File: src/rtl/counter_fifo_stream.sv
// Counter-to-FIFO sample stream: two-stage clock-enable divider, running counter, FWFT FIFO drained by valid/ready.
// Optional COUNTER_FIFO_DROP_CNT_EN adds a saturating 16-bit drop_count output.
module counter_fifo_stream #(
    parameter int CLK_DIV1  = 5000,
    parameter int CLK_DIV2  = 500,
    parameter int WIDTH     = 16,
    parameter int DEPTH     = 128,
    parameter int START_VAL = 1,
    parameter int LED_W     = 8
) (
    input  logic                     clk100,
    input  logic                     rst,
    input  logic                     enable,
    input  logic                     dout_ready,
    output logic [WIDTH-1:0]         dout,
    output logic                     dout_valid,
    output logic [$clog2(DEPTH):0]   fill_count,
    output logic                     full,
    output logic                     empty,
    output logic                     overflow,
    output logic                     data_ready,
`ifdef COUNTER_FIFO_DROP_CNT_EN
    output logic [15:0]              drop_count,
`endif
    output logic [LED_W-1:0]         led
);

    localparam int D1W = $clog2(CLK_DIV1);
    localparam int D2W = (CLK_DIV2 > 1) ? $clog2(CLK_DIV2) : 1;
    localparam int AW  = $clog2(DEPTH);
    localparam logic [D1W-1:0]   DIV1_LAST = D1W'(CLK_DIV1 - 1);
    localparam logic [D2W-1:0]   DIV2_LAST = D2W'(CLK_DIV2 - 1);
    localparam logic [AW:0]      FILL_MAX  = (AW+1)'(DEPTH);
    localparam logic [WIDTH-1:0] CNT_INIT  = WIDTH'(START_VAL);

    logic [D1W-1:0]   div1_q, div1_d;
    logic [D2W-1:0]   div2_q, div2_d;
    logic [WIDTH-1:0] cnt_q, cnt_d;
    logic [AW-1:0]    wr_ptr_q, wr_ptr_d;
    logic [AW-1:0]    rd_ptr_q, rd_ptr_d;
    logic [AW:0]      fill_q, fill_d;
    logic             full_q, full_d;
    logic             empty_q, empty_d;
    logic             ovf_q, ovf_d;
    logic             dr_q, dr_d;
    logic [LED_W-1:0] led_q, led_d;
    logic [WIDTH-1:0] mem [DEPTH];

    logic tick1, tick2, push_req, push_ok, pop, drop;

    assign dout       = empty_q ? '0 : mem[rd_ptr_q];
    assign dout_valid = !empty_q;
    assign fill_count = fill_q;
    assign full       = full_q;
    assign empty      = empty_q;
    assign overflow   = ovf_q;
    assign data_ready = dr_q;
    assign led        = led_q;

    always_comb begin
        tick1    = (div1_q == DIV1_LAST);
        tick2    = tick1 && (div2_q == DIV2_LAST);
        pop      = !empty_q && dout_ready;
        push_req = tick2 && enable;
        // A full FIFO still takes the sample if the head leaves in the same cycle.
        push_ok  = push_req && (!full_q || pop);
        drop     = push_req && !push_ok;

        div1_d = tick1 ? '0 : div1_q + D1W'(1);
        div2_d = div2_q;
        if (tick1) begin
            div2_d = tick2 ? '0 : div2_q + D2W'(1);
        end

        cnt_d    = push_req ? cnt_q + WIDTH'(1) : cnt_q;
        wr_ptr_d = push_ok ? wr_ptr_q + AW'(1) : wr_ptr_q;
        rd_ptr_d = pop ? rd_ptr_q + AW'(1) : rd_ptr_q;

        fill_d = fill_q;
        case ({push_ok, pop})
            2'b10:   fill_d = fill_q + (AW+1)'(1);
            2'b01:   fill_d = fill_q - (AW+1)'(1);
            default: fill_d = fill_q;
        endcase
        full_d  = (fill_d == FILL_MAX);
        empty_d = (fill_d == '0);

        ovf_d = ovf_q || drop;
        dr_d  = tick2 ? !dr_q : dr_q;
        led_d = pop ? dout[LED_W-1:0] : led_q;
    end

    always_ff @(posedge clk100 or posedge rst) begin
        if (rst) begin
            div1_q   <= '0;
            div2_q   <= '0;
            cnt_q    <= CNT_INIT;
            wr_ptr_q <= '0;
            rd_ptr_q <= '0;
            fill_q   <= '0;
            full_q   <= 1'b0;
            empty_q  <= 1'b1;
            ovf_q    <= 1'b0;
            dr_q     <= 1'b0;
            led_q    <= '0;
        end else begin
            div1_q   <= div1_d;
            div2_q   <= div2_d;
            cnt_q    <= cnt_d;
            wr_ptr_q <= wr_ptr_d;
            rd_ptr_q <= rd_ptr_d;
            fill_q   <= fill_d;
            full_q   <= full_d;
            empty_q  <= empty_d;
            ovf_q    <= ovf_d;
            dr_q     <= dr_d;
            led_q    <= led_d;
        end
    end

    // Storage needs no reset: dout is forced to 0 while empty.
    always_ff @(posedge clk100) begin
        if (push_ok) begin
            mem[wr_ptr_q] <= cnt_q;
        end
    end

`ifdef COUNTER_FIFO_DROP_CNT_EN
    logic [15:0] drop_cnt_q, drop_cnt_d;

    always_comb begin
        drop_cnt_d = drop_cnt_q;
        if (drop && (drop_cnt_q != 16'hFFFF)) begin
            drop_cnt_d = drop_cnt_q + 16'd1;
        end
    end

    always_ff @(posedge clk100 or posedge rst) begin
        if (rst) begin
            drop_cnt_q <= '0;
        end else begin
            drop_cnt_q <= drop_cnt_d;
        end
    end

    assign drop_count = drop_cnt_q;
`endif

endmodule
File: config.mk
export PLATFORM = sky130hd
export DESIGN_NAME = counter_fifo_stream
export DESIGN_NICKNAME = d
export VERILOG_FILES = /design/src/rtl/counter_fifo_stream.sv
export SDC_FILE = /design/constraint.sdc
export NUM_CORES = 2
export LEC_CHECK = 0
export BUFFER_PORTS_ARGS = -buffer_cell sky130_fd_sc_hd__clkbuf_2
export CAP_MARGIN = 40
export CORE_MARGIN = 2
export CORE_UTILIZATION = 40
export CTS_CLUSTER_DIAMETER = 30
export DETAILED_ROUTE_END_ITERATION = 10
export PLACE_DENSITY_LB_ADDON = 0.25
export SYNTH_ARGS = -nofsm -noshare
export SYNTH_HDL_FRONTEND = slang
export SYNTH_SLANG_ARGS = --single-unit
File: constraint.sdc
create_clock -name clk100 -period 5 [get_ports clk100]
set_clock_uncertainty 0.1 [all_clocks]
set_input_delay 0.25 -clock clk100 [delete_from_list [all_inputs] [get_ports clk100]]
set_output_delay 0.25 -clock clk100 [all_outputs]
set_load 0.05 [all_outputs]
==> impl_metrics.tcl <==
set metrics [dict create \
    synth_edf_count 2048 \
    drv_slew 0 \
    multi_input_comb_area_mm2 0.0180 \
    switching_power_uw 15300 \
    grt_util_all_layers_pct 21.8 \
    synthesis.area_mm2 0.0820 \
    avgViaCountPerCell 5.76 \
    routabilityCongestion 0.849 \
    share_of_post_route_cells_with_drive_strength_above_1_pct 35.4 \
    tritoncts "done" \
    placed_instances 6645 \
    timing_worst_slew_pin_value_ns 0.985 \
    cts_num_sinks 2120 \
    cp.depth 7 \
    worstSkewPairLatency_ns 0.95 \
    fillerInstances 16210 \
    die_height_um 457 \
    maxSlewHeadroom_pct 34.4 \
    cp_max_fo 12 \
    floorplan.core_area_mm2 0.204 \
    layout.cells.non_filler 7431 \
    die_area_mm2 0.209 \
    syn_avg_cell_area_um2 21.6 \
    critical_path.max_stage_delay_ns 0.68 \
    worstHoldStart "enable" \
    synth_flop_cell "sky130_fd_sc_hd__edfxtp_1" \
    num_vias 42782 \
    status "completed" \
    largest_net_degree_at_the_start_of_global_routing 106 \
    placedInstanceArea_mm2 0.0878 \
    timing.critical_path.cells "and2_0, nand2b_1, nor2_1, a22oi_1, a41oi_1, and2_1, clkbuf_2" \
    cap_viol_max_count 0 \
    fraction_of_power_consumed_by_combinational_cells_pct 16.6 \
    clk_root_buffer_cell "sky130_fd_sc_hd__clkbuf_16" \
    clk_pin_slew_ns 0.05 \
    cts_buffer_depth 4 \
    synth.area.top_cells "sky130_fd_sc_hd__edfxtp_1, sky130_fd_sc_hd__mux4_2, sky130_fd_sc_hd__dfrtp_1" \
    cellPowerDensity_mw_per_mm2 556 \
    endpoint_kind "primary output" \
    totalWireLength_um 228000 \
    grt_first_pass_wirelength_um 324000 \
    hold_depth 4 \
    seq_area_frac_synth_pct 77.2 \
    worst_r2r_startpoint "div1_q[4]" \
    power_report.internal_total_uw 41600 \
    hold_class "in -> reg" \
    element_type_at_the_critical_path_start "flip-flop" \
    pin_count 41 \
    synth_top_cell_area_share_pct 75.0 \
    detail_route.drc_violations 0 \
    cpMaxStageDelayCell "sky130_fd_sc_hd__a41oi_1" \
    row_cnt 166 \
    drt_first_pass_iters 6 \
    yosys.area.top_type "sky130_fd_sc_hd__edfxtp_1" \
    cts_made_buffers 422 \
    maxClockFrequency_mhz 201 \
    p_leak_uw 0.0382 \
    synthArstFlopShare_pct 3.40 \
    flow.area_growth_from_synthesis_pct 24.8 \
    nets 4407 \
    power.share.clock_pct 49.0 \
    buffers_added_on_ports 40 \
    setup.worst_path.class "reg -> out" \
    crit_buf_inv 1 \
    sw_frac_of_total_pct 26.9 \
    synth.net_count 3815 \
    final.period_utilization_pct 99.3 \
    seqCellArea_mm2 0.0634 \
    irDropWorstVdd_mv 0.391 \
    final_hold_viol_count 0 \
    part_of_the_power_in_registers_pct 34.3 \
    first_iter_violations 5649 \
    post_synth_num_cell_types 72 \
    top_delay_family_on_crit_path "simple AND/OR/NAND/NOR gates" \
    synth_warnings 0 \
    layout.core_utilization_pct 50.1 \
    holdWs_ns 0.238 \
    stdcell_area_mm2 0.102 \
    floorplan.die.width_um 457 \
    grt-ovfl-total 0 \
    r2r.worst_path.cells 14 \
    ys_ff_latch 2120 \
    floorplan.initialDensity_pct 40.2 \
    setup_viol 0 \
    hpwlAfterDp_um 137000 \
    antenna_violating_nets_post_route 0 \
    synthesis.instances 3803 \
    worst_setup_path_startpoint "rd_ptr_q[4]" \
    worst-endpoint-arrival_ns 4.62 \
    antenna_violations_before_repair 15 \
    cp_data_required_time_ns 4.65 \
    routedWlPerCell_um 30.7 \
    finalCriticalPeriod_ns 4.97 \
    grt_pass1_vias 43101 \
    cts-htree-levels 5 \
]
[per-stage QoR]
step / power (uW) / worst slack, ns / TNS, ns
4_1_cts: 57200 / 0.00726 / 0
2_1_floorplan: 25500 / 0.495 / 0
3_5_place_dp: 29100 / 0.581 / 0
5_1_grt: 58500 / -0.00285 / -0.00285
6_report: 57000 / 0.0344 / 0
3_3_place_gp: 29100 / 0.578 / 0
[worst reg2reg max path, cell delays in order, from the launching register on]
cell	delay [ns]
sky130_fd_sc_hd__dfrtp_1	0.40
sky130_fd_sc_hd__or4b_1	0.56
sky130_fd_sc_hd__nor4_1	0.37
sky130_fd_sc_hd__nor2b_1	0.27
sky130_fd_sc_hd__nand3_1	0.14
sky130_fd_sc_hd__ha_1	0.26
sky130_fd_sc_hd__xor2_1	0.17
sky130_fd_sc_hd__ha_1	0.23
sky130_fd_sc_hd__nor4bb_1	0.33
sky130_fd_sc_hd__a31oi_1	0.12
sky130_fd_sc_hd__a211o_1	0.29
sky130_fd_sc_hd__a31oi_1	0.25
sky130_fd_sc_hd__xor2_1	0.13
sky130_fd_sc_hd__or4_1	0.57
sky130_fd_sc_hd__nor2_1	0.12
[flip-flops by register name, summed over array words and instances (netlist names)]
name and count:
div1_q 13, rd_ptr_q 7, mem 2048, data_ready 1, led 8, wr_ptr_q 7, overflow 1, cnt_q 16
full 1, div2_q 9, fill_count 8, empty 1
[cell type report]
class	instances	share of cell area, %
Clock inverter	281	3.09
Clock buffer	487	10.8
Inverter	11	0.0416
Antenna cell	4	0.00978
Tap cell	2688	3.29
Sequential cell	2120	61.9
Timing Repair Buffer	376	3.25
Multi-Input combinational cell	1464	17.6
[Yosys cell counts (3+ instances only)]
master and instances:
sky130_fd_sc_hd__a31oi_1 9, sky130_fd_sc_hd__and2_1 19, sky130_fd_sc_hd__a221oi_1 18, sky130_fd_sc_hd__a22o_1 16, sky130_fd_sc_hd__mux2i_1 141, sky130_fd_sc_hd__o2111ai_1 5, sky130_fd_sc_hd__nand4_1 25, sky130_fd_sc_hd__buf_2 73
sky130_fd_sc_hd__o32a_1 4, sky130_fd_sc_hd__nand2_1 83, sky130_fd_sc_hd__dfrtp_1 70, sky130_fd_sc_hd__inv_1 11, sky130_fd_sc_hd__nor4_1 5, sky130_fd_sc_hd__o221ai_1 13, sky130_fd_sc_hd__and4_1 4, sky130_fd_sc_hd__nor3_1 22
sky130_fd_sc_hd__or3_1 3, sky130_fd_sc_hd__o21ai_0 20, sky130_fd_sc_hd__nand2b_1 9, sky130_fd_sc_hd__clkbuf_1 78, sky130_fd_sc_hd__a22oi_1 72, sky130_fd_sc_hd__xnor2_1 23, sky130_fd_sc_hd__nor3b_1 4, sky130_fd_sc_hd__ha_1 8
sky130_fd_sc_hd__buf_4 5, sky130_fd_sc_hd__or4_1 4, sky130_fd_sc_hd__nor2_2 3, sky130_fd_sc_hd__mux4_2 500, sky130_fd_sc_hd__xor2_1 28, sky130_fd_sc_hd__a2111oi_0 6, sky130_fd_sc_hd__and3_1 7, sky130_fd_sc_hd__o22ai_1 23
sky130_fd_sc_hd__nand3_1 31, sky130_fd_sc_hd__a32oi_1 3, sky130_fd_sc_hd__a211oi_1 36, sky130_fd_sc_hd__buf_1 51, sky130_fd_sc_hd__nand4b_1 5, sky130_fd_sc_hd__or3b_2 3, sky130_fd_sc_hd__nand3b_1 5, sky130_fd_sc_hd__nor2_1 187
sky130_fd_sc_hd__nor2b_1 27, sky130_fd_sc_hd__mux2_2 22, sky130_fd_sc_hd__edfxtp_1 2048, sky130_fd_sc_hd__a21oi_1 37
[cells by family after synthesis]
kind of cell	count (synthesis)	share of synthesized area (%)
compound gates	282	2.50
xor+xnor	51	0.545
mux	663	15.8
simple gates	460	2.72
buf+inv	219	1.15
fa+ha+maj	8	0.122
flops	2120	77.2
[cell usage in the layout (no fill, tap or decap), types with 49 or more instances in the layout]
master and instances:
sky130_fd_sc_hd__edfxtp_1 2048, sky130_fd_sc_hd__mux4_2 500, sky130_fd_sc_hd__clkbuf_16 434, sky130_fd_sc_hd__buf_4 288
sky130_fd_sc_hd__mux2i_1 141, sky130_fd_sc_hd__nor2_1 119, sky130_fd_sc_hd__nand2_1 83, sky130_fd_sc_hd__clkinv_2 75
sky130_fd_sc_hd__a22oi_1 71, sky130_fd_sc_hd__nor2_2 70, sky130_fd_sc_hd__bufinv_16 60, sky130_fd_sc_hd__clkinvlp_4 54
sky130_fd_sc_hd__clkinv_1 53, sky130_fd_sc_hd__clkbuf_1 49
[what timing repair did]
action,in CTS,in global routing
endpoints found under the setup margin,16,10
gates resized for setup,8,8
hold buffers,4,0
endpoints found under the hold margin,88,0
buffers inserted,8,1
pin swaps,1,0
gates cloned,0,1
[power groups by stage]
stage | logic (uW) | registers [uW] | clock network [uW]
2_1_floorplan | 5570 | 19900 | 0
3_3_place_gp | 9180 | 19900 | 0
3_5_place_dp | 9180 | 20000 | 0
4_1_cts | 9440 | 19500 | 28200
5_1_grt | 9820 | 19500 | 29200
6_report | 9480 | 19600 | 27900
[final timing paths]
path | end | slack (ns)
worst max-delay path | dout[7] | 0.03
max in group asynchronous | rd_ptr_q[1] | 3.31
worst max register to register | empty | 0.64
min in group asynchronous | div2_q[6] | 0.34
worst min-delay path | cnt_q[0] | 0.24
worst min register to register | data_ready | 0.37
[layer usage]
layer	up-vias	share of wire [%]	GRT usage [%]
met2	2069	47	33.6
met5	-	0.0035	0
met4	2	2.7	6.72
li1	17369	-	-
met1	22954	41	30.8
met3	388	9.2	5.35
No activity file was read; power rests on OpenSTA's default activity.
